File: src/rtl/alu_share_arbiter_if.sv
// Request/response channel bundle between the two ALU requesters and
// alu_share_arbiter. Each field is packed per requester n as
// [n*WIDTH +: WIDTH].
//   req_valid_i  : request valid, one bit per requester
//   req_ready_o  : request granted this cycle
//   req_op_i     : ALU opcode per requester
//   req_a_i      : operand A per requester
//   req_b_i      : operand B per requester
//   rsp_valid_o  : registered result available
//   rsp_ready_i  : requester consumes its result this cycle
//   rsp_result_o : registered result per requester
// Modports: master = requester side, slave = arbiter side.
interface alu_share_arbiter_if #(
  parameter int unsigned ALU_OP_WIDTH = 4,
  parameter int unsigned WORD_WIDTH   = 32
);
  logic [1:0]                req_valid_i;
  logic [1:0]                req_ready_o;
  logic [2*ALU_OP_WIDTH-1:0] req_op_i;
  logic [2*WORD_WIDTH-1:0]   req_a_i;
  logic [2*WORD_WIDTH-1:0]   req_b_i;
  logic [1:0]                rsp_valid_o;
  logic [1:0]                rsp_ready_i;
  logic [2*WORD_WIDTH-1:0]   rsp_result_o;

  modport master (
    output req_valid_i, req_op_i, req_a_i, req_b_i, rsp_ready_i,
    input  req_ready_o, rsp_valid_o, rsp_result_o
  );

  modport slave (
    input  req_valid_i, req_op_i, req_a_i, req_b_i, rsp_ready_i,
    output req_ready_o, rsp_valid_o, rsp_result_o
  );
endinterface

File: src/rtl/alu_share_arbiter.sv
// Shares one combinational ALU between the execute stage (requester 0)
// and the branch/address unit (requester 1). Round-robin arbitration,
// one grant per cycle, results captured into a per-requester response
// register that holds until consumed.
// Ports:
//   clk_i, rst_i     : clock, asynchronous active-high reset
//   bus              : request/response channels (slave side)
//   alu_op_o         : opcode to the shared ALU (ALU_PASS when idle)
//   alu_operand_a_o  : operand A to the ALU (0 when idle)
//   alu_operand_b_o  : operand B to the ALU (0 when idle)
//   alu_result_i     : combinational ALU result
//   conflict_cnt_o   : saturating count of cycles with a valid but
//                      ungranted request
module alu_share_arbiter #(
  parameter int unsigned             ALU_OP_WIDTH = 4,
  parameter int unsigned             WORD_WIDTH   = 32,
  parameter int unsigned             CNT_WIDTH    = 16,
  parameter logic [ALU_OP_WIDTH-1:0] ALU_PASS     = '0
) (
  input  logic                    clk_i,
  input  logic                    rst_i,
  alu_share_arbiter_if.slave      bus,
  output logic [ALU_OP_WIDTH-1:0] alu_op_o,
  output logic [WORD_WIDTH-1:0]   alu_operand_a_o,
  output logic [WORD_WIDTH-1:0]   alu_operand_b_o,
  input  logic [WORD_WIDTH-1:0]   alu_result_i,
  output logic [CNT_WIDTH-1:0]    conflict_cnt_o
);

  logic                  rr_ptr;
  logic [1:0]            elig;
  logic [1:0]            grant;
  logic                  conflict;
  logic [1:0]            rsp_valid_q;
  logic [2*WORD_WIDTH-1:0] rsp_result_q;
  logic [CNT_WIDTH-1:0]  cnt_q;

  // A slot that is draining this cycle can accept a new result, giving
  // one op per cycle per requester. No grant is issued during reset.
  always_comb begin
    elig = bus.req_valid_i & (~rsp_valid_q | bus.rsp_ready_i) & {2{~rst_i}};
    if (elig == 2'b11) begin
      grant = rr_ptr ? 2'b10 : 2'b01;
    end else begin
      grant = elig;
    end
  end

  assign conflict = |(bus.req_valid_i & ~grant);

  always_comb begin
    alu_op_o        = ALU_PASS;
    alu_operand_a_o = '0;
    alu_operand_b_o = '0;
    if (grant[0]) begin
      alu_op_o        = bus.req_op_i[0 +: ALU_OP_WIDTH];
      alu_operand_a_o = bus.req_a_i[0 +: WORD_WIDTH];
      alu_operand_b_o = bus.req_b_i[0 +: WORD_WIDTH];
    end else if (grant[1]) begin
      alu_op_o        = bus.req_op_i[ALU_OP_WIDTH +: ALU_OP_WIDTH];
      alu_operand_a_o = bus.req_a_i[WORD_WIDTH +: WORD_WIDTH];
      alu_operand_b_o = bus.req_b_i[WORD_WIDTH +: WORD_WIDTH];
    end
  end

  always_ff @(posedge clk_i or posedge rst_i) begin
    if (rst_i) begin
      rr_ptr <= 1'b0;
    end else if (grant[0]) begin
      rr_ptr <= 1'b1;
    end else if (grant[1]) begin
      rr_ptr <= 1'b0;
    end
  end

  always_ff @(posedge clk_i or posedge rst_i) begin
    if (rst_i) begin
      rsp_valid_q  <= '0;
      rsp_result_q <= '0;
    end else begin
      for (int unsigned n = 0; n < 2; n++) begin
        if (grant[n]) begin
          rsp_valid_q[n]                           <= 1'b1;
          rsp_result_q[n*WORD_WIDTH +: WORD_WIDTH] <= alu_result_i;
        end else if (bus.rsp_ready_i[n]) begin
          rsp_valid_q[n] <= 1'b0;
        end
      end
    end
  end

  always_ff @(posedge clk_i or posedge rst_i) begin
    if (rst_i) begin
      cnt_q <= '0;
    end else if (conflict && (cnt_q != '1)) begin
      cnt_q <= cnt_q + CNT_WIDTH'(1);
    end
  end

  assign bus.req_ready_o  = grant;
  assign bus.rsp_valid_o  = rsp_valid_q;
  assign bus.rsp_result_o = rsp_result_q;
  assign conflict_cnt_o   = cnt_q;

endmodule

File: src/flat_wrapper.sv
// flat-port wrapper written by rule: the top's interface ports become plain ports
module alu_share_arbiter_flat 
#(
  parameter int unsigned             ALU_OP_WIDTH = 4,
  parameter int unsigned             WORD_WIDTH   = 32,
  parameter int unsigned             CNT_WIDTH    = 16,
  parameter logic [ALU_OP_WIDTH-1:0] ALU_PASS     = '0
)
  (clk_i, rst_i, alu_op_o, alu_operand_a_o, alu_operand_b_o, alu_result_i, conflict_cnt_o, bus_req_valid_i, bus_req_op_i, bus_req_a_i, bus_req_b_i, bus_rsp_ready_i, bus_req_ready_o, bus_rsp_valid_o, bus_rsp_result_o);
  alu_share_arbiter_if #(.ALU_OP_WIDTH(ALU_OP_WIDTH), .WORD_WIDTH(WORD_WIDTH)) bus_i ();
  input  logic clk_i;
  input  logic rst_i;
  output logic [ALU_OP_WIDTH-1:0] alu_op_o;
  output logic [WORD_WIDTH-1:0] alu_operand_a_o;
  output logic [WORD_WIDTH-1:0] alu_operand_b_o;
  input  logic [WORD_WIDTH-1:0] alu_result_i;
  output logic [CNT_WIDTH-1:0] conflict_cnt_o;
  input wire logic [$bits(bus_i.req_valid_i)-1:0] bus_req_valid_i;
  input wire logic [$bits(bus_i.req_op_i)-1:0] bus_req_op_i;
  input wire logic [$bits(bus_i.req_a_i)-1:0] bus_req_a_i;
  input wire logic [$bits(bus_i.req_b_i)-1:0] bus_req_b_i;
  input wire logic [$bits(bus_i.rsp_ready_i)-1:0] bus_rsp_ready_i;
  output wire logic [$bits(bus_i.req_ready_o)-1:0] bus_req_ready_o;
  output wire logic [$bits(bus_i.rsp_valid_o)-1:0] bus_rsp_valid_o;
  output wire logic [$bits(bus_i.rsp_result_o)-1:0] bus_rsp_result_o;
  assign bus_i.req_valid_i = bus_req_valid_i;
  assign bus_i.req_op_i = bus_req_op_i;
  assign bus_i.req_a_i = bus_req_a_i;
  assign bus_i.req_b_i = bus_req_b_i;
  assign bus_i.rsp_ready_i = bus_rsp_ready_i;
  assign bus_req_ready_o = bus_i.req_ready_o;
  assign bus_rsp_valid_o = bus_i.rsp_valid_o;
  assign bus_rsp_result_o = bus_i.rsp_result_o;
  alu_share_arbiter #(.ALU_OP_WIDTH(ALU_OP_WIDTH), .WORD_WIDTH(WORD_WIDTH), .CNT_WIDTH(CNT_WIDTH), .ALU_PASS(ALU_PASS)) u_core (.clk_i(clk_i), .rst_i(rst_i), .bus(bus_i), .alu_op_o(alu_op_o), .alu_operand_a_o(alu_operand_a_o), .alu_operand_b_o(alu_operand_b_o), .alu_result_i(alu_result_i), .conflict_cnt_o(conflict_cnt_o));
endmodule
File: config.mk
export PLATFORM = sky130hd
export DESIGN_NAME = alu_share_arbiter_flat
export DESIGN_NICKNAME = d
export VERILOG_FILES = /design/src/rtl/alu_share_arbiter_if.sv /design/src/rtl/alu_share_arbiter.sv /design/src/flat_wrapper.sv
export SDC_FILE = /design/constraint.sdc
export NUM_CORES = 1
export LEC_CHECK = 0
export BUFFER_PORTS_ARGS = -buffer_cell sky130_fd_sc_hd__buf_2
export CAP_MARGIN = 20
export CELL_PAD_IN_SITES_DETAIL_PLACEMENT = 0
export CELL_PAD_IN_SITES_GLOBAL_PLACEMENT = 1
export CORE_MARGIN = 8
export CORE_UTILIZATION = 30
export CTS_BUF_LIST = sky130_fd_sc_hd__clkbuf_4
export DETAILED_ROUTE_END_ITERATION = 10
export HOLD_SLACK_MARGIN = 0.15
export PLACE_DENSITY = 0.89
export SYNTH_ARGS = -nofsm -noshare
export SYNTH_HDL_FRONTEND = slang
export SYNTH_SLANG_ARGS = --single-unit
File: constraint.sdc
create_clock -name clk_i -period 4.2 [get_ports clk_i]
set_input_delay 0.63 -clock clk_i [delete_from_list [all_inputs] [get_ports clk_i]]
set_output_delay 0.63 -clock clk_i [all_outputs]
set_load 0.02 [all_outputs]
# Word-level counts from Yosys, hierarchy flattened
# Index checks and enable logic that the tools add are counted.
# word_totals
reg_bits	83
in_bits	174
out_inout_bits	152
# classes
n_addsub	1
eq_ne	2
mux	14
bitwise_logic	7
reduce_logical	5
# ops
operator	count
$mux W32	4
$add A16 B1 Y16 const B	1
$ne A16 B16 Y1 const B	1
$mux W4	2
$and A2 B2 Y2	3
$mux W1	6
$reduce_bool A2 Y1	3
$mux W2	2
$not A2 Y2	2
$eq A2 B2 Y1 const B	1
$or A2 B2 Y2	1
$reduce_or A2 Y1	1
$logic_and A1 B1 Y1	1
$not A1 Y1	1

# Logic depth before layout (Yosys ltp)
# depth
depth_word	10
mapped_depth	8
mapped_depth_nobuf	6

# Least setup slack after synthesis
# OpenSTA, ideal clock, no wires.
# synth_timing
path_kind	input to output
startpoint	input rst_i
endpoint	output alu_op_o[0]
arrival_time_ns	2.923
required_time_ns	3.570
path_slack_ns	0.647
stages	6
n_path_buf	1
cell_sequence	inv_2 and3_4 o21ai_4 inv_2 clkbuf_1 a22o_1
# synth_via
elab_chain_len	6
# synth_lines
item	line_no	source
start, declared	flat_wrapper.sv:12	input logic rst_i;
$not A1 Y1 (*)	alu_share_arbiter.sv:41	elig = bus.req_valid_i & (~rsp_valid_q | bus.rsp_ready_i) & {2{~rst_i}};
$and A2 B2 Y2 (*)	alu_share_arbiter.sv:41	
$eq A2 B2 Y1	alu_share_arbiter.sv:42	if (elig == 2'b11) begin
$mux W2 (*)	alu_share_arbiter.sv:42	
named net bus_req_ready_o[1]	flat_wrapper.sv:23	output wire logic [$bits(bus_i.req_ready_o)-1:0] bus_req_ready_o;
$mux W4 (*)	alu_share_arbiter.sv:59	end else if (grant[1]) begin
$mux W4 (*)	alu_share_arbiter.sv:55	if (grant[0]) begin
end, declared	flat_wrapper.sv:13	output logic [ALU_OP_WIDTH-1:0] alu_op_o;
# Mark *: on every way through the listed nets, which the timed path passes. The rest lies on a longest branch.

# Worst setup path after layout
# layout_timing
startpoint	input rst_i
endpoint	output alu_operand_b_o[28]
# layout_via
elab_chain_len	6
# layout_lines
item	line_no	source
$not A1 Y1 (*)	alu_share_arbiter.sv:41	
$and A2 B2 Y2 (*)	alu_share_arbiter.sv:41	
$eq A2 B2 Y1	alu_share_arbiter.sv:42	
$mux W2 (*)	alu_share_arbiter.sv:42	
$mux W32	alu_share_arbiter.sv:59	
$mux W32 (*)	alu_share_arbiter.sv:55	
end, declared	flat_wrapper.sv:15	output logic [WORD_WIDTH-1:0] alu_operand_b_o;
# Mark *: on every way between the ends. The rest lies on a longest branch, timed or not.

==> results_dict.tcl <==
set metrics [dict create \
    wire_per_inst_um 21.1 \
    hold_buffers 0 \
    antenna_found_initial 1 \
    drt-initial-drc-count 158 \
    detailedRoute.firstPassIterationCount 4 \
    clock.fmax_mhz 303 \
    vias 3924 \
    preCtsSetupSlack_ns 0.826 \
    ys_warn_count 0 \
    grt_overflow 0 \
    drt_wl_total_um 17200 \
    synth_area_per_cell_sq_um 13.6 \
    die_y_um 134 \
    yosys.area_share.adder_pct 0.300 \
    synth_area_sq_um 4170 \
    drive_gt1_share_pct 65.9 \
    number_of_global_route_vias_before_repair 4173 \
    timing.critical_path.max_delay_family "buffers and inverters" \
    io_pins 326 \
    timing.final.max_slew_violations 0 \
    clockBufferDepth 2 \
    power_leakage_nw 3.28 \
    ys_types 35 \
    synth_simple_gate_area_share_pct 7.07 \
    skew_ns 0.0210 \
    cp_num_buf_inv 4 \
    max-vdd-ir-drop_uv 328 \
    arrival_ns 2.67 \
    yosysSeqAreaShare_pct 49.8 \
    finalWeightedCongestion 0.997 \
    total_power_per_unit_cell_area_nw_per_um2 423 \
    worstSetupStartpointType "primary input" \
    htreeDepth 3 \
    synth_compound_gate_area_share_pct 15.3 \
    maxUsedRoutingLayer "met4" \
    fp.coreArea_sq_um 13700 \
    grt_setup_unrepaired "no" \
    area.growth.synth_to_final_pct 43.5 \
    maximum_number_of_pins_on_one_net_before_global_route_repair 76 \
    met3_length_um 1540 \
    post_route_ant_nets 0 \
    tritoncts "yes" \
    synth_top_family_by_area "multiplexers" \
    port-buffer-count 325 \
    die_area_sq_um 17900 \
    cell_with_the_largest_stage_delay_on_the_worst_path "sky130_fd_sc_hd__inv_4" \
    slew_headroom_pct 45.5 \
    hp-class "in -> async" \
    cts_buffers 9 \
    postCtsSetupRepairBufs 0 \
    met2WireLength_um 9100 \
    setup-violations-final 0 \
    starting_density_pct 30.4 \
    place_hpwl_um 14200 \
    worst-endpoint-required_ns 3.57 \
    fin_setup_tns_ns 0 \
    post_synth_xor_area_fraction_pct 3.15 \
    critPathMaxStageDelay_ns 0.54 \
    finish.net_count 801 \
    row_count 43 \
    postSynthNetCount 482 \
    filler_free_cell_count_of_the_finished_design 812 \
    numPlacedInstances 794 \
    maxCapViolCount 0 \
    timing.critical_path.cells "buf_2 > clkinv_2 > and3_4 > a21o_2 > inv_4 > a22o_1 > buf_2" \
    clock-sinks 83 \
    layout.cells.most_common_list "325 x sky130_fd_sc_hd__buf_2, 83 x sky130_fd_sc_hd__dfrtp_1, 68 x sky130_fd_sc_hd__a22o_1" \
    clk_pin_slew_ns 0.13 \
    critical_path.max_fanout 75 \
    postSynthRegisterBits 83 \
    post-route-drc-count 0 \
    synth_mux_area_share_pct 19.2 \
    grtUsageTotal_pct 17.9 \
    timing.final.ws_setup_ns 0.904 \
    outcome "completed" \
    die-width_um 134 \
    most_frequent_standard_cell_in_the_layout_excluding_fill_and_tap_cells "sky130_fd_sc_hd__buf_2" \
    syn_inst 307 \
    avgViaCountPerCell 4.83 \
    finalCriticalPeriod_ns 3.30 \
    count_of_endpoints_failing_hold_in_the_final_timing_report 0 \
    grt_first_pass_wirelength_um 24900 \
    worstMarginPinSlew_ns 0.817 \
    clkLatencyLatePin_ns 0.45 \
    worstSetupEndpointType "output port" \
    timing_worst_setup_path_type "in -> out" \
    final_worst_path_cycle_share_pct 78.5 \
    ctsRootBufferMaster "sky130_fd_sc_hd__clkbuf_4" \
    post_cts.resized_instances 0 \
    cpMostUsedCell "sky130_fd_sc_hd__buf_2" \
    fill_cells 1328 \
    detail_route.wirelength.met1_um 6090 \
]
## worst reg2reg max path: stages (launching register included)
cell	delay [ns]
sky130_fd_sc_hd__dfrtp_1	0.42
sky130_fd_sc_hd__nand2b_1	0.17
sky130_fd_sc_hd__nand3_2	0.15
sky130_fd_sc_hd__a21o_2	0.26
sky130_fd_sc_hd__inv_4	0.54
sky130_fd_sc_hd__mux2_1	0.43
## path summary, 6_finish.rpt
| path | start | end | slack, ns | cells past startpoint |
|---|---|---|---|---|
| setup / recovery | rst_i | alu_operand_b_o[28] | 0.90 | 7 |
| hold / removal | rst_i | u_core.bus.rsp_result_o[58]$_DFFE_PP0N_ | 0.18 | 2 |
| setup reg to reg | u_core.bus.rsp_valid_o[0]$_DFFE_PP0P_ | u_core.bus.rsp_result_o[4]$_DFFE_PP0P_ | 2.14 | 5 |
| hold reg to reg | u_core.bus.rsp_result_o[1]$_DFFE_PP0P_ | u_core.bus.rsp_result_o[1]$_DFFE_PP0P_ | 0.50 | 1 |
| max in group asynchronous | rst_i | u_core.bus.rsp_result_o[12]$_DFFE_PP0P_ | 2.87 | 3 |
| min in group clk_i | alu_result_i[3] | u_core.bus.rsp_result_o[3]$_DFFE_PP0P_ | 0.40 | 2 |
## power breakdown
part | total [mW] | internal [mW] | switching (mW)
logic | 1.03 | 0.428 | 0.598
registers | 1.10 | 0.974 | 0.121
clock network | 0.413 | 0.126 | 0.288
total | 2.53 | 1.53 | 1.01
## sequential cells by signal (all words and copies together) (netlist names)
| register | flops |
|---|---|
| u_core.conflict_cnt_o | 16 |
| u_core.bus.rsp_valid_o | 2 |
| u_core.bus.rsp_result_o | 64 |
| u_core.rr_ptr | 1 |
## logic make-up after synthesis
logic type / count (synthesis)
flip-flops: 83
AO/OA/AOI/OAI: 72
multiplexers: 65
AND/OR/NAND/NOR: 47
buffers and inverters: 24
XOR/XNOR: 15
adder cells (fa/ha/maj): 1
## per-layer routing
| metal | vias to the layer above | GRT usage [%] |
|---|---|---|
| met5 | - | 0 |
| met4 | 0 | 6.92 |
| met3 | 29 | 5.35 |
| met2 | 178 | 33.1 |
| met1 | 1922 | 18.6 |
| li1 | 1795 | - |
## synthesized netlist by cell type, drive strengths merged
master  count  area share [%]
nor2       10            0.90
xnor2       9             1.9
and3        1            0.27
nand3b      1            0.18
a21o        2            0.36
inv         3            0.33
nor3        1            0.12
buf        16             4.4
nand2b      2            0.48
xor2        6             1.3
ha          1            0.30
a22o       68              14
nand2      10            0.90
nor4        4            0.96
dfrtp      83              50
and2        1            0.15
nand3       7             1.1
nand4       7             1.2
nor4b       1            0.21
nor3b       2            0.63
o21ai       1            0.39
mux2       65              19
clkbuf      5            0.45
a22oi       1            0.30
## final cells by class
cell class                      instances  area (sq um)  area share, %
Timing Repair Buffer                  329          1670           27.9
Antenna cell                            1          2.50         0.0418
Sequential cell                        83          2080           34.7
Tap cell                              180           225           3.76
Multi-Input combinational cell        200          1880           31.4
Clock buffer                            9          67.6           1.13
Clock inverter                          7          51.3          0.856
Inverter                                3          15.0          0.251
## through the flow
step | instance area, sq um | total power, mW | hold slack [ns] | util, %
5_1_grt | 5990 | 2.68 | 0.175 | 43.7
2_1_floorplan | 4170 | 1.74 | 0.553 | -
3_5_place_dp | 5850 | 2.15 | 0.475 | 42.6
3_3_place_gp | 5850 | 2.12 | 0.466 | 42.6
4_1_cts | 5970 | 2.57 | 0.161 | 43.5
6_report | 5990 | 2.53 | 0.183 | 43.7
Power figures use the tool's default switching activity.
